===== config.mk =====
export PLATFORM = sky130hd
export DESIGN_NAME = pwm_word_loader
export DESIGN_NICKNAME = d
export VERILOG_FILES = /design/src/rtl/pwm_word_loader_pkg.sv /design/src/rtl/pwm_sync_edge.sv /design/src/rtl/pwm_word_loader.sv
export SDC_FILE = /design/constraint.sdc
export NUM_CORES = 1
export LEC_CHECK = 0
export ABC_AREA = 1
export CAP_MARGIN = 10
export CORE_ASPECT_RATIO = 0.7
export CORE_MARGIN = 2
export CORE_UTILIZATION = 51
export CTS_CLUSTER_SIZE = 12
export DETAILED_ROUTE_END_ITERATION = 12
export GPL_TIMING_DRIVEN = 1
export PLACE_DENSITY_LB_ADDON = 0.1
export SLEW_MARGIN = 20
export SYNTH_ARGS = -nofsm -noshare
export SYNTH_HDL_FRONTEND = slang
export SYNTH_SLANG_ARGS = --single-unit

===== constraint.sdc =====
create_clock -name i_clk -period 4.11 [get_ports i_clk]
set_input_delay 0.822 -clock i_clk [delete_from_list [all_inputs] [get_ports i_clk]]
set_output_delay 0.822 -clock i_clk [all_outputs]
set_load 0.05 [all_outputs]

===== src/rtl/pwm_word_loader_pkg.sv =====
// Shared frame layout and FSM encoding for the PWM timing-word loader.
// Frame = {addr[2:0], reserved[1:0], payload[10:0]}, shifted in MSB first.
package pwm_word_loader_pkg;

  localparam int FRAME_W = 16;
  localparam int ADDR_HI = 15;
  localparam int ADDR_LO = 13;
  localparam int RSV_HI  = 12;
  localparam int RSV_LO  = 11;
  localparam int PAY_LO  = 0;
  localparam int ADDR_W  = ADDR_HI - ADDR_LO + 1;
  localparam int RSV_W   = RSV_HI - RSV_LO + 1;
  localparam int CNT_W   = 5;

  localparam logic [CNT_W-1:0] CNT_SAT = 5'd17;

  typedef enum logic [2:0] {
    ST_IDLE,
    ST_SHIFT,
    ST_CHECK,
    ST_PEND,
    ST_COMMIT
  } state_t;

  // Bit counter stops at one past a full frame so overlong frames stay detectable.
  function automatic logic [CNT_W-1:0] cnt_inc(input logic [CNT_W-1:0] c);
    return (c == CNT_SAT) ? c : c + 5'd1;
  endfunction

endpackage


===== src/rtl/pwm_sync_edge.sv =====
// Level synchroniser for an asynchronous pin with registered edge pulses.
// Rise/fall pulses line up with the first cycle the new level appears on o_lvl; no backpressure.
module pwm_sync_edge #(
  parameter int STAGES = 2
) (
  input  logic i_clk,
  input  logic i_rst,
  input  logic i_d,
  output logic o_lvl,
  output logic o_rise,
  output logic o_fall
);

  logic [STAGES-1:0] r_sync;
  logic              r_rise;
  logic              r_fall;

  always_ff @(posedge i_clk) begin
    if (i_rst) begin
      r_sync <= '0;
      r_rise <= 1'b0;
      r_fall <= 1'b0;
    end else begin
      r_sync <= {r_sync[STAGES-2:0], i_d};
      // Compare the next level against the current one so the pulse is aligned with o_lvl.
      r_rise <= r_sync[STAGES-2] & ~r_sync[STAGES-1];
      r_fall <= ~r_sync[STAGES-2] & r_sync[STAGES-1];
    end
  end

  assign o_lvl  = r_sync[STAGES-1];
  assign o_rise = r_rise;
  assign o_fall = r_fall;

endmodule


===== src/rtl/pwm_word_loader.sv =====
// SPI-style receiver that loads 11-bit timing words into one of NUM_TARGETS registers on PWM period end.
// NCS rise to CHECK in SYNC_STAGES+1 cycles; PERIOD_END to ENA in 1 cycle; no backpressure, a replaced word raises OVERRUN.
module pwm_word_loader
  import pwm_word_loader_pkg::*;
#(
  parameter int SYNC_STAGES = 2,
  parameter int NUM_TARGETS = 5,
  parameter int DATA_W      = 11
) (
  input  logic                   i_clk,
  input  logic                   i_rst,
  input  logic                   i_sck,
  input  logic                   i_sdi,
  input  logic                   i_ncs,
  input  logic                   i_period_end,
  output logic [DATA_W-1:0]      o_data,
  output logic [NUM_TARGETS-1:0] o_ena,
  output logic                   o_frame_err,
  output logic                   o_overrun
);

  logic w_sck_lvl, w_sck_rise, w_unused_sck_fall;
  logic w_sdi_lvl, w_unused_sdi_rise, w_unused_sdi_fall;
  logic w_ncs_lvl, w_ncs_rise, w_ncs_fall;

  pwm_sync_edge #(.STAGES(SYNC_STAGES)) u_sync_sck (
    .i_clk(i_clk), .i_rst(i_rst), .i_d(i_sck),
    .o_lvl(w_sck_lvl), .o_rise(w_sck_rise), .o_fall(w_unused_sck_fall)
  );

  pwm_sync_edge #(.STAGES(SYNC_STAGES)) u_sync_sdi (
    .i_clk(i_clk), .i_rst(i_rst), .i_d(i_sdi),
    .o_lvl(w_sdi_lvl), .o_rise(w_unused_sdi_rise), .o_fall(w_unused_sdi_fall)
  );

  pwm_sync_edge #(.STAGES(SYNC_STAGES)) u_sync_ncs (
    .i_clk(i_clk), .i_rst(i_rst), .i_d(i_ncs),
    .o_lvl(w_ncs_lvl), .o_rise(w_ncs_rise), .o_fall(w_ncs_fall)
  );

  state_t                  r_state, w_next;
  logic [FRAME_W-1:0]      r_shift;
  logic [CNT_W-1:0]        r_cnt;
  logic                    r_pend;
  logic [ADDR_W-1:0]       r_pend_addr;
  logic [DATA_W-1:0]       r_pend_data;
  logic [DATA_W-1:0]       r_data;
  logic [NUM_TARGETS-1:0]  r_ena;
  logic                    r_frame_err;
  logic                    r_overrun;

  logic [ADDR_W-1:0]       w_addr;
  logic [RSV_W-1:0]        w_rsv;
  logic                    w_good;
  logic                    w_commit;
  logic                    w_shift_en;
  logic [NUM_TARGETS-1:0]  w_onehot;

  assign w_addr     = r_shift[ADDR_HI:ADDR_LO];
  assign w_rsv      = r_shift[RSV_HI:RSV_LO];
  assign w_good     = (r_cnt == CNT_W'(FRAME_W)) && (32'(w_addr) < NUM_TARGETS) && (w_rsv == '0);
  // Commit is decoupled from the FSM so a pending word can go out while the next frame shifts in.
  assign w_commit   = r_pend & i_period_end;
  assign w_shift_en = (r_state == ST_SHIFT) & w_sck_rise & ~w_ncs_lvl;
  assign w_onehot   = NUM_TARGETS'(1) << r_pend_addr;

  always_comb begin
    w_next = r_state;
    case (r_state)
      ST_IDLE:   if (w_ncs_fall) w_next = ST_SHIFT;
      ST_SHIFT:  if (w_ncs_rise) w_next = ST_CHECK;
      ST_CHECK:  w_next = w_good ? ST_PEND : ST_IDLE;
      ST_PEND: begin
        if (w_ncs_fall)        w_next = ST_SHIFT;
        else if (i_period_end) w_next = ST_COMMIT;
      end
      ST_COMMIT: w_next = w_ncs_fall ? ST_SHIFT : ST_IDLE;
      default:   w_next = ST_IDLE;
    endcase
  end

  always_ff @(posedge i_clk) begin
    if (i_rst) r_state <= ST_IDLE;
    else       r_state <= w_next;
  end

  always_ff @(posedge i_clk) begin
    if (i_rst) begin
      r_shift     <= '0;
      r_cnt       <= '0;
      r_pend      <= 1'b0;
      r_pend_addr <= '0;
      r_pend_data <= '0;
      r_data      <= '0;
      r_ena       <= '0;
      r_frame_err <= 1'b0;
      r_overrun   <= 1'b0;
    end else begin
      r_ena <= '0;
      if (w_ncs_fall && (w_next == ST_SHIFT)) begin
        r_shift <= '0;
        r_cnt   <= '0;
      end else if (w_shift_en) begin
        r_shift <= {r_shift[FRAME_W-2:0], w_sdi_lvl};
        r_cnt   <= cnt_inc(r_cnt);
      end
      if (w_commit) begin
        r_ena  <= w_onehot;
        r_data <= r_pend_data;
        r_pend <= 1'b0;
      end
      // The word under check is latched after any same-cycle commit of the older word.
      if (r_state == ST_CHECK) begin
        if (w_good) begin
          r_pend      <= 1'b1;
          r_pend_addr <= w_addr;
          r_pend_data <= r_shift[PAY_LO +: DATA_W];
          r_frame_err <= 1'b0;
          if (r_pend && !w_commit) r_overrun <= 1'b1;
        end else begin
          r_frame_err <= 1'b1;
        end
      end
    end
  end

  assign o_data      = r_data;
  assign o_ena       = r_ena;
  assign o_frame_err = r_frame_err;
  assign o_overrun   = r_overrun;

endmodule

==> results by group, run 1 <==
Critical path
  – CP Max Fanout: 29
  – Crit path buf inv count: 2
  – Crit path kind: in -> reg
  – Critical Path End Type: register
  – CP max stage cell: clkdlybuf4s50_1
  – Cell family with most CP delay: buffers and inverters
  – Critical path required time: 4.38 ns
  – CP arrival: 2.65 ns
  – Max incr delay on CP: 0.66 ns
  – Cell Chain, Critical Path: clkdlybuf4s50_1 -> inv_1 -> nand2_4 -> nor2_2
  – Startpoint types: primary input

Drt
  – Wire length per cell: 10.4 um
  – Total Wirelength: 4580 um
  – Vias: 1965
  – Initial DRC count: 166
  – Final ANT Viol Nets: 0
  – Vias per Instance: 4.49
  – Drt pass-1 iters: 4
  – DRC: 0

STA
  – Tcrit/Tclk final: 57.9%
  – RSZ-0062 raised after global routing: no
  – Tmin final: 2.38 ns
  – Final Hold Violating Endpoints: 0
  – Slew Limit Fails: 0
  – TNS Setup: 0 ns
  – Actual slew at the worst max-slew pin: 0.692 ns
  – Clk_skew: 0.00527 ns
  – Worst slew margin: 53.8%
  – Setup-failing EPs final: 0
  – Max Clock Freq: 0.420 GHz

Logic synthesis
  – Synth Warn #: 0
  – Cell taking the most area after synthesis: dfxtp_1
  – Most common library cells after synthesis: 66 x dfxtp_1, 62 x nor2_1, 59 x nand2_1
  – Post-Syn Area per Cell: 7.57 um2
  – Synthesized Nets: 352
  – Ys async rst share: 0%
  – Post-Synthesis Cells: 343
  – Dominant cells by area after synthesis: dfxtp_1 51%, nor2_1 9.0%, nand2_1 8.5%
  – Post-synthesis register bit count: 66
  – Distinct cells, synth: 26
  – Number of synthesized flops with an enable pin: 0
  – Cell Area, Synth: 2600 um2
  – Post-synthesis sequential area ratio: 50.9%
  – Primary FF master, synth: dfxtp_1
  – Top-area cell type share of the netlist area: 50.9%
  – Top-count cell post-synth: dfxtp_1

Job
  – Max-cap violation count: 0

Global route
  – First-pass GRT wire length: 8020 um
  – Overall routing resource usage: 18.9%
  – Congestion Overflow GR: 0
  – Initial antenna violation count: 0
  – Vias in the first global route: 1781
  – Largest net degree at the start of global routing: 30

Status
  – Status: finished, final reports clean

Floorplan
  – Ports: 24
  – Die Height: 63.7 um
  – FP Rows: 21
  – Core Box Area: 4830 um2
  – Die Span X: 89.3 um
  – Initial Utilization: 53.7%
  – Die area: 5690 um2

Power and ir drop
  – Maximum vdd drop: 0.257 mV
  – Overall Power: 1.21 mW
  – Leakage Power: 1.25 nW
  – PwrDens: 397 nW/um2

Finish
  – Nets: 373
  – Layout cell share with drive strength beyond 1: 12.5%
  – Synth-to-layout area growth: 17.1%
  – N_diodes: 0

Clock tree
  – Cts hold-fix bufs: 0
  – Post-CTS Resized: 0
  – Clock transition at path regs: 0.07 ns
  – CTS tree: done
  – Clock Latency Late Sink: 0.33 ns
  – Clock root buffer: clkbuf_8
  – H-tree depth: 3
  – CTS Buf Count: 9
  – Post-CTS Setup Repair Bufs: 0
  – Clk sinks: 66
  – Clock tree buffer depth: 2

Placement
  – HPWL after detailed placement: 3140 um
  – Routability cong.: 0.803
  – PortBufs: 23

Hold path
  – HP Class: reg -> reg
## sequential cells by signal, summed over array words and instances, names as in the netlist
name / flops
o_data: 11
o_ena: 5
o_frame_err: 1
o_overrun: 1
r_cnt: 5
r_pend: 1
r_pend_addr: 3
r_pend_data: 11
r_shift: 16
r_state: 3
u_sync_ncs.o_fall: 1
u_sync_ncs.o_rise: 1
u_sync_ncs.r_sync: 2
u_sync_sck.o_rise: 1
u_sync_sck.r_sync: 2
u_sync_sdi.r_sync: 2
## where the power goes
| group | switching (mW) | internal (mW) |
|---|---|---|
| logic | 0.0170 | 0.00867 |
| registers | 0.00182 | 0.643 |
| clock network | 0.241 | 0.296 |
## worst register-to-register path: stages, from the launching register on
cell     delay (ns)
dfxtp_1        0.40
inv_1          0.10
ha_1           0.20
nand2_1        0.06
inv_1          0.03
nand2_1        0.08
nor2_2         0.05
nand2_4        0.17
nand2_1        0.07
nor2_1         0.12
nand2_2        0.08
nand2_4        0.29
nor2_1         0.07
## placed cells by master (no fill, tap or decap), drive strengths merged, types with 3 or more instances in the layout
master,Yosys,layout
a21oi,5,5
clkbuf,5,10
clkdlybuf4s50,0,23
clkinvlp,0,3
dfxtp,66,66
ha,3,3
inv,51,51
nand2,63,63
nand3,10,10
nor2,85,85
nor3,6,6
o21ai,32,32
## cell families (layout without fill, tap and decap cells)
kind of cell,count (synthesis),after routing,share of synthesized area [%]
fa+ha+maj,3,3,1.45
compound gates,39,39,7.71
xor+xnor,3,3,1.01
flops,66,66,50.9
simple gates,168,168,28.6
buf+inv,64,90,10.3
## through the flow
step / worst slack, ns / hold WS (ns) / area (um2) / std cells / utilization [%]
3_5_place_dp: 1.35 / 0.387 / 2840 / 422 / 58.7
6_report: 1.73 / 0.398 / 3040 / 438 / 62.9
2_1_floorplan: 2.54 / 0.373 / 2600 / 343 / -
4_1_cts: 1.70 / 0.401 / 3040 / 438 / 62.9
5_1_grt: 1.48 / 0.422 / 3040 / 438 / 62.9
3_3_place_gp: 1.34 / 0.385 / 2840 / 422 / 58.7
## per-layer routing
metal  routed length, um  share of wire (%)  GRT usage [%]
met4                  32               0.70           5.60
met2                1750                 38           24.7
met5                   0                  0              0
met1                2490                 55           27.2
met3                 303                6.6           9.04
## worst paths after layout
| check | cells after the start | endpoint | slack [ns] | startpoint |
|---|---|---|---|---|
| worst min-delay path | 1 | u_sync_sck.o_rise$_SDFF_PP0_ | 0.40 | u_sync_sck.r_sync[1]$_SDFF_PP0_ |
| worst max register to register | 12 | r_shift[12]$_SDFFE_PP0P_ | 2.28 | r_cnt[0]$_SDFFE_PP0P_ |
| worst min register to register | 1 | u_sync_sck.o_rise$_SDFF_PP0_ | 0.40 | u_sync_sck.r_sync[1]$_SDFF_PP0_ |
| worst max-delay path | 4 | r_shift[5]$_SDFFE_PP0P_ | 1.73 | i_rst |
## cell type report
cell class	instances	area, um2
clock buffers	10	138
clock inverters	6	66.3
fillers	476	1790
inverters	51	191
multi-input cells	213	1010
flip-flops and latches	66	1320
well taps	69	86.3
repair buffers	23	230
Note: power is estimated with default switching activity, not from simulation.
==> inputs of run 2 (changes only) <==
Clock period 4.11 ns to 2.3 ns, I/O delays scaled along.
==> run 2 against run 1 <==
Routed wire length is 2.2% higher. Flip-flop and latch count stayed put. Sequential power is 78% higher. Critical path type is now reg -> out. Critical endpoint is now o_data[3]. Largest cell class unchanged. Largest power group unchanged.
==> results by group, run 2 (synthesis gave the netlist of run 1 again) <==
Status
  – Status: finished, final reports clean (unchanged)

STA
  – RSZ-0062 raised after global routing: no (unchanged)
  – Clk_skew: 0.0113 ns (was 0.00527 ns)
  – Tcrit/Tclk final: 84.0%
  – TNS Setup: 0 ns (unchanged)
  – Max Clock Freq: 0.517 GHz
  – Final setup margin: 0.367 ns (was 1.73 ns)
  – Final Hold Violating Endpoints: 0 (unchanged)
  – Slew Limit Fails: 0 (unchanged)
  – Worst slew margin: 66.2% (was 53.8%)
  – Actual slew at the worst max-slew pin: 0.506 ns (was 0.692 ns)
  – Setup-failing EPs final: 0 (unchanged)
  – Tmin final: 1.93 ns

Global route
  – Vias in the first global route: 1837 (was 1781)
  – First-pass GRT wire length: 8300 um (was 8020 um)
  – Largest net degree at the start of global routing: 30 (unchanged)
  – Overall routing resource usage: 19.2% (was 18.9%)
  – Initial antenna violation count: 0 (unchanged)
  – Congestion Overflow GR: 0 (unchanged)

Drt
  – Drt pass-1 iters: 4 (unchanged)
  – Initial DRC count: 102 (was 166)
  – Met1 WL: 2600 um (was 2490 um)
  – Met2 Wirelength: 1730 um (was 1750 um)
  – Wire length per cell: 10.6 um (was 10.4 um)
  – Routed met3 length: 317 um (was 303 um)
  – Vias: 2004 (was 1965)
  – DRC: 0 (unchanged)
  – Final ANT Viol Nets: 0 (unchanged)
  – Max Used Layer: met4 (unchanged)
  – Vias per Instance: 4.53 (was 4.49)
  – Total Wirelength: 4680 um (was 4580 um)

Clock tree
  – Cts hold-fix bufs: 0 (unchanged)
  – Clock root buffer: clkbuf_8 (unchanged)
  – CTS Buf Count: 9 (unchanged)
  – CTS tree: done (unchanged)
  – Clock tree buffer depth: 2 (unchanged)
  – H-tree depth: 3 (unchanged)
  – Post-CTS Setup Repair Bufs: 0 (unchanged)
  – Clk sinks: 66 (unchanged)
  – Clock Latency Late Sink: 0.33 ns (about the same)
  – Post-CTS Resized: 0 (unchanged)
  – Clock transition at path regs: 0.07 ns (about the same)

Floorplan
  – Die Span X: 89.3 um (unchanged)
  – Ports: 24 (unchanged)
  – Initial Utilization: 53.7% (unchanged)
  – Die area: 5690 um2 (unchanged)
  – FP Rows: 21 (unchanged)
  – Die Height: 63.7 um (unchanged)
  – Core Box Area: 4830 um2 (unchanged)

Critical path
  – Critical Path End Type: output port (was register)
  – Startpoint types: register (was primary input)
  – Cell Chain, Critical Path: clkdlybuf4s50_1 (was clkdlybuf4s50_1 -> inv_1 -> nand2_4 -> nor2_2)
  – Cell family with most CP delay: buffers and inverters (unchanged)
  – CP arrival: 1.47 ns (was 2.65 ns)
  – CP Max Fanout: 2 (was 29)
  – Crit path kind: reg -> out (was in -> reg)
  – Max incr delay on CP: 0.81 ns (was 0.66 ns)
  – Crit path buf inv count: 1 (was 2)
  – Critical path required time: 1.84 ns (was 4.38 ns)
  – CP max stage cell: clkdlybuf4s50_1 (unchanged)

Placement
  – Setup WS pre-CTS: 0.388 ns (was 1.35 ns)
  – HPWL after detailed placement: 3150 um (was 3140 um)
  – PortBufs: 23 (unchanged)
  – Routability cong.: 0.810 (was 0.803)

Finish
  – Final-layout fill cell count: 453 (was 476)
  – Register area: 1320 um2 (unchanged)
  – N_diodes: 0 (unchanged)
  – Largest register FFs: 16 (unchanged)
  – Most frequent cells in the layout: 66 x dfxtp_1, 62 x nor2_1, 59 x nand2_1, 48 x inv_1, 26 x o21ai_0 (unchanged)
  – Synth-to-layout area growth: 18.5% (was 17.1%)
  – Nets: 377 (was 373)
  – Layout cell share with drive strength beyond 1: 12.9% (was 12.5%)
  – Largest reg by FF count: r_shift (unchanged)
  – Area of the multi-input gates: 1010 um2 (unchanged)
  – Core Util, Final: 63.6% (was 62.9%)
  – Most common cell after layout, fill and taps aside: dfxtp_1 (unchanged)

Job
  – Max-cap violation count: 0 (unchanged)

Power and ir drop
  – Combinational share of power: 2.2% (was 2.1%)
  – Leakage Power: 1.28 nW (was 1.25 nW)
  – PwrDens: 721 nW/um2 (was 397 nW/um2)
  – Clock network fraction of total power: 45.8% (was 44.5%)
  – Int Pwr: 1.78 mW (was 0.948 mW)
  – Switching portion of total power: 19.9% (was 21.5%)
  – Maximum vdd drop: 0.414 mV (was 0.257 mV)
  – Switching pwr: 0.443 mW (was 0.260 mW)
  – Sequential share of power: 52.0% (was 53.4%)

Hold path
  – HP Class: reg -> reg (unchanged)
==> run 2: cell types whose count changed in the layout (fill, tap and decap cells not counted) <==
cell        before  now
clkbuf_1         0    2
clkinvlp_4       3    0
clkbuf_8        10    9
bufinv_16        1    2
clkinv_2         1    2
buf_4            0    4
==> run 2: worst paths after layout <==
check / start / end / slack [ns] / cells past startpoint
hold reg to reg: u_sync_sck.r_sync[1]$_SDFF_PP0_ / u_sync_sck.o_rise$_SDFF_PP0_ / 0.39 / 1
hold / removal: u_sync_sck.r_sync[1]$_SDFF_PP0_ / u_sync_sck.o_rise$_SDFF_PP0_ / 0.39 / 1
setup / recovery: o_data[3]$_SDFFE_PP0P_ / o_data[3] / 0.37 / 1
setup reg to reg: r_cnt[0]$_SDFFE_PP0P_ / r_shift[12]$_SDFFE_PP0P_ / 0.53 / 12
==> run 2: power by group through the flow <==
stage | logic (mW) | registers, mW | clock network, mW
floorplan | 0.0352 | 1.18 | 0
global placement | 0.0492 | 1.18 | 0
detailed placement | 0.0498 | 1.18 | 0
CTS | 0.0499 | 1.15 | 1.04
global route | 0.0564 | 1.15 | 1.10
finish | 0.0493 | 1.15 | 1.02
==> run 2: final cells by class <==
cell class | count | share of cell area (%)
clock buffer | 11 | 4.27
clock inverter | 5 | 2.56
inverter | 51 | 6.22
multi-input combinational | 213 | 32.7
sequential | 66 | 42.9
tap | 69 | 2.81
timing repair buffer | 27 | 8.46
==> run 2: worst reg2reg max path, delay by kind of cell, from the launching register on <==
kind / cells / cell delay, ns
buffers and inverters: 2 / 0.13
flip-flops: 1 / 0.38
adder cells (fa/ha/maj): 1 / 0.19
AND/OR/NAND/NOR: 9 / 0.96
==> run 2: per-stage QoR <==
step	cells	instance area (um2)	total power, mW	hold WS, ns
6_report	442	3080	2.22	0.387
5_1_grt	442	3080	2.30	0.403
4_1_cts	442	3080	2.25	0.392
3_5_place_dp	426	2870	1.23	0.382
3_3_place_gp	426	2870	1.23	0.385
2_1_floorplan	343	2600	1.21	0.373
==> run 2: routing by layer <==
| metal | vias to the layer above | GRT usage [%] |
|---|---|---|
| met5 | - | 0 |
| met4 | 0 | 5.04 |
| met3 | 2 | 8.39 |
| met2 | 46 | 26.2 |
| met1 | 867 | 27.5 |
| li1 | 1089 | - |
==> variant (settings of run 2) <==
Reset style: asynchronous (`i_rst`), changed in 3 clocked blocks.
--- a/src/rtl/pwm_sync_edge.sv
+++ b/src/rtl/pwm_sync_edge.sv
@@ -15,7 +15,7 @@
   logic              r_rise;
   logic              r_fall;
 
-  always_ff @(posedge i_clk) begin
+  always_ff @(posedge i_clk or posedge i_rst) begin
     if (i_rst) begin
       r_sync <= '0;
       r_rise <= 1'b0;
--- a/src/rtl/pwm_word_loader.sv
+++ b/src/rtl/pwm_word_loader.sv
@@ -79,12 +79,12 @@
     endcase
   end
 
-  always_ff @(posedge i_clk) begin
+  always_ff @(posedge i_clk or posedge i_rst) begin
     if (i_rst) r_state <= ST_IDLE;
     else       r_state <= w_next;
   end
 
-  always_ff @(posedge i_clk) begin
+  always_ff @(posedge i_clk or posedge i_rst) begin
     if (i_rst) begin
       r_shift     <= '0;
       r_cnt       <= '0;
Formal check against the unedited RTL: differs if i_rst is asserted again (counterexample within 10 cycles, from zero or initial values and one cycle with i_rst high); with i_rst held inactive, the same outputs for 10 cycles.
==> variant against run 2 <==
  * Final area grew 10%
  * Count of clock-buffer cells in the layout is 2 lower
  * Via count down 5.3%
  * Sequential cell count stayed put
  * Wire length increased by 2.7%
  * Worst setup slack lost 0.034 ns
  * Synthesized area increased by 11%
  * Core utilization about the same
  * Sequential share of layout area rose by 5.6 points
  * Critical endpoint is now o_data[10]
  * Largest cell class unchanged
Power is not compared: it rests on default switching activity, and its combinational part moved more than twofold at a synthesized area within 25%.
==> variant: results (changes against run 2) <==
Synth
  • Sequential share of the synthesized area: 57.12% (+6.2 points)
  • Syn_nets: 306 (-13%)
  • Async S/R FF share, synth: 100.0% (+100 points)
  • Primary FF master, synth: dfrtp_1
  • Cell count after synthesis: 297 (-13%)
  • Ranking of synthesized cells by area: dfrtp_1, nand2_1, inv_1
  • Count of cell types in the netlist: 27 (+3.8%)

Hold path
  • Hold Crit Endpoint: u_sync_sdi.r_sync[1]
  • WHS Path Cells: 0 (-1)
  • HP Start: u_sync_sdi.r_sync[0]

GRT
  • Vias in the first global route: 1803 (-1.9%)
  • Total GRT Usage: 19.03% (-0.15 points)
  • First-pass GRT wire length: 8.776 mm (+5.7%)
  • Largest net degree at the start of global routing: 38 (+27%)

Critical path
  • Worst r2r path cells: 9 (-3)
  • Worst R2R End: r_shift[11]
  • FF-to-FF Start: r_cnt[0]
  • Worst EP arrival: 1.51 ns (+0.04 ns)
  • R2R setup slack: 0.41 ns (-0.12 ns)

Final layout
  • # nets final: 335 (-11%)
  • Filler cell count: 448 (-1.1%)
  • Layout cells sized above 1: 25.38% (+13 points)
  • Final Instance Count excl. Fillers: 403 (-8.8%)

Route
  • Vias/cell: 4.710 (+3.9%)
  • 1st-iter DRT viols: 115 (+13%)
  • WL per Instance: 11.92 um (+13%)

Timing
  • Setup Skew: 0.006095 ns (-0.005236 ns)
  • Slew HR: 57.48% (-8.7 points)

Placement
  • Placed insts: 387 (-9.2%)
  • DP HPWL: 3.270 mm (+4.0%)
  • GPL Wtd Cong: 0.7942 (-2.0%)

CTS
  • Buffer depth of the longest clock path: 2 (unchanged)
  • Clock root buffer master: clkbuf_8

Run status
  • Status: finished, final reports clean
## variant: worst max-delay path by stage
stage,from,to,slack (ns),depth (start not counted)
floorplan,i_rst,o_data[0],0.19,1
global placement,i_period_end,r_cnt[2],0.21,8
detailed placement,i_period_end,r_cnt[1],0.21,8
CTS,o_data[10],o_data[10],0.30,1
global route,r_cnt[1],r_shift[14],0.19,9
finish,o_data[10],o_data[10],0.33,1
## variant: cells by family (layout without fill, tap and decap cells)
group / count (synthesis) / count (layout) / share of synthesized area, %
simple gates: 125 / 125 / 20.25
flops: 66 / 66 / 57.12
buf+inv: 58 / 92 / 9.563
compound gates: 33 / 33 / 7.183
mux: 11 / 11 / 4.284
fa+ha+maj: 3 / 3 / 1.298
xor+xnor: 1 / 1 / 0.3030
## variant: cell type report
| type | instances | area, um^2 | share of cell area [%] |
|---|---|---|---|
| well taps | 72 | 90.09 | 2.650 |
| inverters | 47 | 176.4 | 5.190 |
| repair buffers | 29 | 300.3 | 8.833 |
| multi-input cells | 173 | 963.4 | 28.34 |
| flip-flops and latches | 66 | 1652 | 48.58 |
| clock buffers | 9 | 123.9 | 3.644 |
| clock inverters | 7 | 93.84 | 2.760 |
## variant: metrics by stage
stage / area [um^2] / setup WS (ns) / power, W / hold WS, ns
2_1_floorplan: 2892 / 0.1852 / 0.002150 / 0.3312
3_3_place_gp: 3182 / 0.2091 / 0.002287 / 0.3451
3_5_place_dp: 3182 / 0.2077 / 0.002305 / 0.3436
4_1_cts: 3400 / 0.2987 / 0.003366 / 0.3592
5_1_grt: 3400 / 0.1877 / 0.003577 / 0.3604
6_report: 3400 / 0.3327 / 0.003324 / 0.3551
## variant: routing by layer
metal | global-route usage (%) | wire, um
met1 | 27.14 | 2572
met2 | 25.98 | 1948
met3 | 6.900 | 221
met4 | 8.152 | 61
met5 | 0 | 0
## variant: report_power, final
group | leakage [nW] | switching, W | internal (W)
sequential | 0.889 | 0.000160 | 0.00136
clock | 0.105 | 0.000435 | 0.000607
combinational | 0.600 | 0.000468 | 0.000291
